File: config.mk
export PLATFORM = sky130hd
export DESIGN_NAME = moore_fsm_flat
export DESIGN_NICKNAME = d
export VERILOG_FILES = /design/src/rtl/moore_fsm_if.sv /design/src/rtl/moore_fsm.sv /design/src/flat_wrapper.sv
export SDC_FILE = /design/constraint.sdc
export NUM_CORES = 1
export LEC_CHECK = 0
export CORE_AREA = 2 2 39 41
export DETAILED_ROUTE_END_ITERATION = 8
export DIE_AREA = 0 0 41 43
export SLEW_MARGIN = 5
export SYNTH_ARGS = -nofsm -noshare
export SYNTH_HDL_FRONTEND = slang
export SYNTH_SLANG_ARGS = --single-unit
export TNS_END_PERCENT = 50
File: constraint.sdc
create_clock -name clk -period 3 [get_ports clk]
set_clock_uncertainty 0.15 [all_clocks]
set_input_delay 0.3 -clock clk [delete_from_list [all_inputs] [get_ports clk]]
set_output_delay 0.3 -clock clk [all_outputs]
set_load 0.03 [all_outputs]
File: src/rtl/moore_fsm_if.sv
// Serial bit stream interface for the moore_fsm detector.
//   din : serial data bit, sampled by the detector on the rising clock edge
//   y   : detect flag, high for one cycle after the full pattern is seen
// master drives din and observes y; slave is the detector side.
interface moore_fsm_if;
    logic din;
    logic y;

    modport master (output din, input y);
    modport slave  (input din, output y);
endinterface : moore_fsm_if

File: src/rtl/moore_fsm.sv
// Moore serial sequence detector for the pattern 0-0-1-0-0-1 (first bit first).
// Overlapping matches are detected; y is a pure decode of the registered state.
// Ports:
//   clk   : system clock, rising edge
//   reset : asynchronous active-low reset, forces the idle state
//   bus   : moore_fsm_if.slave (din in, y out)
module moore_fsm (
    input  logic        clk,
    input  logic        reset,
    moore_fsm_if.slave  bus
);

    // State value equals the length of the pattern prefix matched so far.
    typedef enum logic [2:0] {
        S0 = 3'b000,
        S1 = 3'b001,
        S2 = 3'b010,
        S3 = 3'b011,
        S4 = 3'b100,
        S5 = 3'b101,
        S6 = 3'b110
    } state_t;

    state_t state;
    state_t nextState;

    // State register.
    always_ff @(posedge clk or negedge reset) begin
        if (!reset) begin
            state <= S0;
        end else begin
            state <= nextState;
        end
    end

    // Next-state logic; the unused code 111 falls back to idle.
    always_comb begin
        nextState = S0;
        case (state)
            S0:      nextState = bus.din ? S0 : S1;
            S1:      nextState = bus.din ? S0 : S2;
            S2:      nextState = bus.din ? S3 : S2;
            S3:      nextState = bus.din ? S0 : S4;
            S4:      nextState = bus.din ? S0 : S5;
            S5:      nextState = bus.din ? S6 : S2;
            // Trailing "001" of a match is reused as the next prefix.
            S6:      nextState = bus.din ? S0 : S4;
            default: nextState = S0;
        endcase
    end

    // Output decode from registered state only.
    assign bus.y = (state == S6);

endmodule : moore_fsm

File: src/flat_wrapper.sv
// flat-port wrapper written by rule: the top's interface ports become plain ports
module moore_fsm_flat 
  (clk, reset, bus_din, bus_y);
  moore_fsm_if bus_i ();
  input  logic clk;
  input  logic reset;
  input wire logic [$bits(bus_i.din)-1:0] bus_din;
  output wire logic [$bits(bus_i.y)-1:0] bus_y;
  assign bus_i.din = bus_din;
  assign bus_y = bus_i.y;
  moore_fsm u_core (.clk(clk), .reset(reset), .bus(bus_i));
endmodule
==> reports/metrics.yaml, run 1 <==
outcome:
  status: "finished, final reports clean"
global_routing:
  grt_pass1_vias: 155
  overflow: 0
  grt_pass1_wl_um: 600
  grtUsageTotal: 0.05717
  grt_max_degree: 7
  antenna_found_initial: 0
die:
  die_h_um: 43
  core_area_um2: 1384
  die_w_um: 41
  start_util: 0.1094
  pin_count: 4
  placementRows: 14
  die_area_um2: 1763
routing:
  drt_first_pass_iters: 2
  via_count: 129
  avgViaCountPerCell: 3.486
  ant_nets: 0
  drt_first_iter_violations: 3
  drt-wirelength-per-cell_um: 8.108
  routed_wl_um: 300
  drcViolationCount: 0
setup_path:
  max_stage_delay_ns: 0.66
  cpLargestDelayFamily: "buffers and inverters"
  start_kind: "flop"
  cp-end-kind: "output port"
  path_class: "reg2out"
  cpMaxStageDelayCell: "clkdlybuf4s50_1"
  crit_chain: "inv_1 > and3_1 > clkdlybuf4s50_1"
  crit_fanout: 6
  reg2reg_depth: 2
  worst-path-stages: 3
  worstPathArrival_ns: 1.53
  critical_path_buf_inv_count: 2
  required_ns: 2.55
layout:
  layout-drive-gt1-share: 0.1429
  fin_area_um2: 227.7
  syn_to_final_growth_pct: 50.41
  largest_register: "u_core.state"
  n_fill_cell: 165
  n_antenna_cell: 0
  largest_reg_flops: 3
  largest_registers: "u_core.state (3)"
  final_nets: 25
logic_synthesis:
  synth_top_area_share: 0.4959
  ys_warn_count: 0
  synth-edff-count: 0
  syn-num-nets: 17
  netlist-cell-type-count: 11
  yosysTopAreaCell: "dfrtp_1"
  syn_area_um2: 151.4
  ys_dominant_reg_cell: "dfrtp_1"
  yosysMostFrequentCell: "dfrtp_1"
  synth_area_leaders: "dfrtp_1 (50%), nand2b_1 (8.3%), nand4b_1 (5.8%), o311ai_1 (5.8%), or3b_1 (5.8%)"
  ys_ff_latch: 3
  seq_area_frac_synth: 0.4959
  async_flop_share: 1.000
  postSynthCellCount: 14
  synth_common_cells: "dfrtp_1 (3), nand2b_1 (2)"
  synth_area_per_cell_um2: 10.81
power:
  power.switching_uw: 62.38
  p_int_uw: 135.5
  leakagePower_uw: 0.00009271
  power_density_nw_per_um2: 869.1
  combPwrFrac: 0.251
  swShare: 0.3152
  ir_drop_mv: 0.1171
  seqPwrFrac: 0.397
  pwr-share-clk: 0.352
timing:
  fin_tns_setup_ns: 0
  max_freq_ghz: 0.5054
  layout_setup_ws_ns: 1.022
  setup_viol_count_final: 0
  min_period_over_period: 0.6595
  drv_slew: 0
  relSlewSlack: 0.8003
  max_slew.worst_pin.slew_ns: 0.2986
  grt_setup_unrepaired: "false"
  period_needed_ns: 1.978
  hold_viol_final: 0
placement:
  globalplace.congestion: 0.5309
  dpl_cell_area_um2: 201.4
  dp_hpwl_um: 220
  portBuffers: 3
  dp_slack_ns: 1.255
clock_tree:
  clock_latency_ns: 0.23
  cts_hold_buf: 0
  clkTransAtPathRegs_ns: 0.04
  cts-resized-gates: 0
  postCtsSetupBuffers: 0
  cts.htree.levels: 1
  cts_sinks: 3
  cts-root-buf: "clkbuf_4"
  cts_tree: "done"
  cts_made_buffers: 3
  cts_buffer_depth: 2
min_path:
  holdCritPathClass: "in2async"
job:
  maxCapViolCount: 0
==> metrics by stage <==
stage | std cells | total power (µW) | utilization | hold WS (ns)
final | 37 | 197.9 | 0.1646 | 0.1014
after global routing | 37 | 220.7 | 0.1646 | 0.09647
after CTS | 37 | 203.6 | 0.1646 | 0.09511
after detailed placement | 33 | 129.8 | 0.1456 | 0.3423
after global placement | 33 | 126.9 | 0.1456 | 0.3393
after floorplan | 14 | 111.0 | - | -0.1456
==> layout make-up <==
type	instances	area, µm²	area share
sequential	3	75.07	0.3297
multi-input combinational	10	72.57	0.3187
timing repair buffer	3	30.03	0.1319
clock buffer	4	26.28	0.1154
tap	16	20.02	0.08791
inverter	1	3.754	0.01648
==> power groups by stage <==
stage | Sequential [µW] | Combinational (µW) | Clock, µW
2_1_floorplan | 72.7 | 38.4 | 0
6_report | 78.6 | 49.6 | 69.7
4_1_cts | 78.5 | 50.9 | 74.2
3_3_place_gp | 78.7 | 48.2 | 0
5_1_grt | 82.7 | 57.5 | 80.6
3_5_place_dp | 79.4 | 50.5 | 0
==> worst paths after layout <==
kind,startpoint,end,slack [ns]
worst max-delay path,u_core.state[0],bus_y,1.02
worst min-delay path,reset,u_core.state[2],0.10
worst max register to register,u_core.state[0],u_core.state[2],1.84
worst min register to register,u_core.state[0],u_core.state[0],0.37
max in group asynchronous,reset,u_core.state[1],2.46
min in group clk,u_core.state[0],u_core.state[0],0.37
==> routing by layer <==
layer | vias up | share of wire | GRT usage
met5 | - | 0 | 0
met4 | 0 | 0 | 0.08000
met3 | 0 | 0.033 | 0.03141
met2 | 2 | 0.58 | 0.07813
met1 | 60 | 0.38 | 0.04487
li1 | 67 | - | -
==> logic make-up after synthesis <==
logic type | Yosys count | synth area share
buffers and inverters | 1 | 0.02477
and+or+nand+nor | 7 | 0.3307
AOI/OAI and AO/OA | 3 | 0.1488
DFF | 3 | 0.4959
==> cells in the final DEF (no fill, tap or decap), drive strengths merged, types with 2 or more instances in the layout <==
master	instances
clkbuf	4
clkdlybuf4s50	3
dfrtp	3
nand2b	2
Power figures use the tool's default switching activity.
==> run 2, diff against run 1 <==
Clock period 3 ns to 2 ns, I/O delays scaled along.
==> run 2 against run 1 <==
Net effect: via count is 2.3% higher; largest power group unchanged; global-route usage fell by 0.10 points; combinational power rose by 54%; non-clock buffer count rose by 1; sequential power rose by 48%; final area up 4.4%.
==> reports/metrics.yaml, run 2 (synthesized netlist as in run 1, its figures left out) <==
power:
  combPwrFrac: 0.256
  ir_drop_mv: 0.1754
  swShare: 0.3118
  seqPwrFrac: 0.392
  leakagePower_uw: 0.00009689
  pwr-share-clk: 0.352
  power.switching_uw: 92.71
  power_density_nw_per_um2: 1251
  p_int_uw: 204.6
routing:
  drt-wirelength-per-cell_um: 7.974
  drt_first_iter_violations: 6
  avgViaCountPerCell: 3.474
  routed_wl_um: 303
  drt_first_pass_iters: 4
  drcViolationCount: 0
  ant_nets: 0
  via_count: 132
die:
  placementRows: 14
  die_w_um: 41
  die_h_um: 43
  die_area_um2: 1763
  pin_count: 4
  core_area_um2: 1384
  start_util: 0.1094
timing:
  grt_setup_unrepaired: "false"
  relSlewSlack: 0.8003
  period_needed_ns: 1.875
  max_freq_ghz: 0.5335
  layout_setup_ws_ns: 0.1255
  setup_viol_count_final: 0
  min_period_over_period: 0.9373
  fin_tns_setup_ns: 0
  hold_ws_ns: 0.3682
  max_slew.worst_pin.slew_ns: 0.2986
  drv_slew: 0
  hold_viol_final: 0
global_routing:
  grt_max_degree: 7
  grt_pass1_wl_um: 579
  antenna_found_initial: 0
  overflow: 0
  grt_pass1_vias: 160
  grtUsageTotal: 0.05617
setup_path:
  required_ns: 1.65
  reg2reg_depth: 2
  cpMaxStageDelayCell: "clkdlybuf4s50_1"
  worstPathArrival_ns: 1.52
  crit_chain: "inv_1 > and3_1 > clkdlybuf4s50_1"
  rrSetupSlack_ns: 0.83
  path_class: "reg2out"
  cp-end-kind: "output port"
  max_stage_delay_ns: 0.66
  crit_fanout: 6
  start_kind: "flop"
  r2r-start: "u_core.state[0]"
  worst_r2r_endpoint: "u_core.state[2]"
layout:
  largest_reg_flops: 3
  final_cell_mix: "clkbuf_4 (3), clkdlybuf4s50_1 (3), dfrtp_1 (3), nand2b_1 (2)"
  fin_area_um2: 237.7
  n_fill_cell: 157
  final_nets: 26
  n_antenna_cell: 0
  seqCellArea_um2: 75.07
  largest_register: "u_core.state"
  largest_registers: "u_core.state (3)"
  syn_to_final_growth_pct: 57.03
  layout-drive-gt1-share: 0.1364
  multi_input_area_um2: 72.57
min_path:
  hold_path_end: "u_core.state[0]"
  min-delay-start: "u_core.state[0]"
  holdCritPathClass: "reg2reg"
  min_path_cells: 1
clock_tree:
  cts_tree: "done"
  postCtsSetupBuffers: 0
  clkTransAtPathRegs_ns: 0.04
  cts-root-buf: "clkbuf_4"
  cts_sinks: 3
  cts_made_buffers: 3
  cts_buffer_depth: 2
  cts.htree.levels: 1
  clock_latency_ns: 0.23
  cts-resized-gates: 0
placement:
  globalplace.congestion: 0.5333
  dpl_cell_area_um2: 201.4
  portBuffers: 3
  dp_hpwl_um: 211.6
  dp_slack_ns: 0.3598
outcome:
  status: "finished, final reports clean"
job:
  maxCapViolCount: 0
-- run 2: cell types whose count changed in the layout (fill, tap and decap cells not counted) --
cell and change:
dlygate4sd3_1 +1
-- run 2: worst max path at each step --
stage / from / endpoint / slack (ns) / cells past startpoint
final: u_core.state[0] / bus_y / 0.13 / 3
after global routing: u_core.state[0] / bus_y / 0.04 / 3
after CTS: u_core.state[0] / bus_y / 0.11 / 3
after detailed placement: u_core.state[0] / bus_y / 0.36 / 3
after global placement: u_core.state[0] / bus_y / 0.36 / 3
after floorplan: u_core.state[0] / bus_y / 0.86 / 2
-- run 2: power groups by stage --
stage / sequential (µW) / clock (µW) / combinational [µW]
2_1_floorplan: 109 / 0 / 57.5
3_3_place_gp: 118 / 0 / 72.4
3_5_place_dp: 117 / 0 / 75.8
4_1_cts: 117 / 111 / 77.5
5_1_grt: 123 / 121 / 87.7
6_report: 116 / 105 / 76.2
-- run 2: cell type report --
class	instances	share of cell area
sequential	3	0.3158
tap	16	0.08421
inverter	1	0.01579
clock buffer	4	0.1105
multi-input combinational	10	0.3053
timing repair buffer	4	0.1684
-- run 2: repair_timing --
action	4_1_cts	5_1_grt
hold endpoints to repair	3	0
endpoints found under the setup margin	0	0
hold buffers	1	0
-- run 2: worst max-delay path: cells and delay by family (launching register included) --
family / cells / cell delay (ns)
buffers and inverters: 2 / 0.75
flip-flops: 1 / 0.41
AND/OR/NAND/NOR: 1 / 0.14
-- run 2: layer usage --
layer	track usage	part of all wire
met5	0	0
met4	0.08000	0
met3	0.03141	0.026
met2	0.08125	0.58
met1	0.03846	0.39
-- run 2: per-stage QoR --
step | instances | power (µW) | util
after floorplan | 14 | 166.5 | -
after global placement | 33 | 190.8 | 0.1456
after detailed placement | 33 | 192.9 | 0.1456
after CTS | 38 | 305.3 | 0.1718
after global routing | 38 | 331.1 | 0.1718
final | 38 | 297.3 | 0.1718
==> run 3, diff against run 2 <==
==> constraint.sdc (replaced) <==
create_clock -name clk -period 2 [get_ports clk]
set_clock_uncertainty 0.15 [all_clocks]
set_input_delay 0.2 -clock clk [delete_from_list [all_inputs] [get_ports clk]]
set_output_delay 0.2 -clock clk [all_outputs]
set_load 0.02 [all_outputs]
==> run 3 against run 2 <==
Net effect: core utilization did not move; largest power group unchanged; worst setup slack better by 0.052 ns; final cell count did not move; critical path depth unchanged; via count decreased by 3.8%; hold slack gained 0.015 ns.
==> reports/metrics.yaml, run 3 (synthesized netlist as in run 1, its figures left out) <==
timing:
  setup_viol_count_final: 0
  min_period_over_period: 0.9111
  period_needed_ns: 1.822
  max_freq_ghz: 0.5488
  drv_slew: 0
  relSlewSlack: 0.8339
  fin_tns_setup_ns: 0
  layout_setup_ws_ns: 0.1779
  max_slew.worst_pin.slew_ns: 0.2452
  hold_viol_final: 0
  grt_setup_unrepaired: "false"
routing:
  ant_nets: 0
  drt_first_iter_violations: 1
  drt_first_pass_iters: 2
  routedLengthMet1_um: 135
  met2WireLength_um: 177
  avgViaCountPerCell: 3.342
  dr.max_layer_used: "met3"
  routed_wl_um: 321
  drcViolationCount: 0
  met3_length_um: 8
  drt-wirelength-per-cell_um: 8.447
  via_count: 127
clock_tree:
  cts_buffer_depth: 2
  cts_made_buffers: 3
  postCtsSetupBuffers: 0
  cts_tree: "done"
  cts_sinks: 3
  cts.htree.levels: 1
  cts-root-buf: "clkbuf_4"
  clock_latency_ns: 0.23
  clkTransAtPathRegs_ns: 0.04
layout:
  fin_cells: 38
  n_antenna_cell: 0
  layout-drive-gt1-share: 0.1364
  largest_register: "u_core.state"
  seqCellArea_um2: 75.07
  syn_to_final_growth_pct: 57.03
  multi_input_area_um2: 72.57
  largest_registers: "u_core.state (3)"
  final_cell_mix: "clkbuf_4 (3), clkdlybuf4s50_1 (3), dfrtp_1 (3), nand2b_1 (2)"
  final_nets: 26
  largest_reg_flops: 3
  n_fill_cell: 149
power:
  ir_drop_mv: 0.1860
  design_power_total_uw: 300.0
  leakagePower_uw: 0.00009689
  power_density_nw_per_um2: 1262
die:
  die_h_um: 43
  start_util: 0.1094
  die_area_um2: 1763
  core_area_um2: 1384
  placementRows: 14
  die_w_um: 41
  pin_count: 4
placement:
  dp_hpwl_um: 209.3
  post-place-cells: 33
  portBuffers: 3
  dp_slack_ns: 0.4213
  globalplace.congestion: 0.5274
global_routing:
  overflow: 0
  antenna_found_initial: 0
  grt_pass1_wl_um: 538
  grt_max_degree: 7
  grtUsageTotal: 0.05617
  grt_pass1_vias: 136
setup_path:
  crit_fanout: 6
  cpMaxStageDelayCell: "clkdlybuf4s50_1"
  cp-end-kind: "output port"
  crit_chain: "inv_1 > and3_1 > clkdlybuf4s50_1"
  critical_path_buf_inv_count: 2
  rrSetupSlack_ns: 0.84
  worstPathArrival_ns: 1.47
  cpLargestDelayFamily: "buffers and inverters"
  max_stage_delay_ns: 0.59
  required_ns: 1.65
  path_class: "reg2out"
  start_kind: "flop"
job:
  maxCapViolCount: 0
min_path:
  holdCritPathClass: "reg2reg"
outcome:
  status: "finished, final reports clean"
==> run 3: final timing paths <==
kind	cells after the start	endpoint	start
worst min-delay path	1	u_core.state[0]	u_core.state[0]
worst max-delay path	3	bus_y	u_core.state[0]
max in group asynchronous	2	u_core.state[1]	reset
worst max register to register	2	u_core.state[2]	u_core.state[0]
worst min register to register	1	u_core.state[0]	u_core.state[0]
min in group asynchronous	2	u_core.state[2]	reset
==> run 3: per-layer routing <==
layer,vias up,track usage
met3,0,0.03141
met1,58,0.04487
met5,-,0
met2,2,0.06563
met4,0,0.1000
li1,67,-
==> run 3: timing repair <==
| action | 4_1_cts | 5_1_grt |
|---|---|---|
| resized for setup | 0 | 0 |
| hold buffers | 1 | 0 |
| hold endpoints to repair | 3 | 0 |
==> run 3: layout make-up <==
| cell class | count | area share |
|---|---|---|
| clock buffers | 4 | 0.1105 |
| inverters | 1 | 0.01579 |
| multi-input cells | 10 | 0.3053 |
| flip-flops and latches | 3 | 0.3158 |
| well taps | 16 | 0.08421 |
| repair buffers | 4 | 0.1684 |
==> run 3: power breakdown <==
group / leakage [µW] / total (µW) / internal (µW) / switching (µW)
sequential: 0.0000388 / 118 / 87.0 / 30.9
combinational: 0.0000431 / 75.0 / 42.9 / 32.1
clock: 0.0000150 / 107 / 74.8 / 32.4
total: 0.0000969 / 300 / 205 / 95.3
==> run 3: stage by stage <==
stage	hold slack [ns]	utilization	cell area, µm²
4_1_cts	0.3890	0.1718	237.7
3_5_place_dp	0.2427	0.1456	201.4
5_1_grt	0.4104	0.1718	237.7
3_3_place_gp	0.2386	0.1456	201.4
6_report	0.3828	0.1718	237.7
2_1_floorplan	-0.2456	-	151.4
==> run 3: worst reg2reg max path, cell delays in order (launching register included) <==
cell      delay [ns]
dfrtp_1         0.42
or3b_1          0.39
o311ai_1        0.10
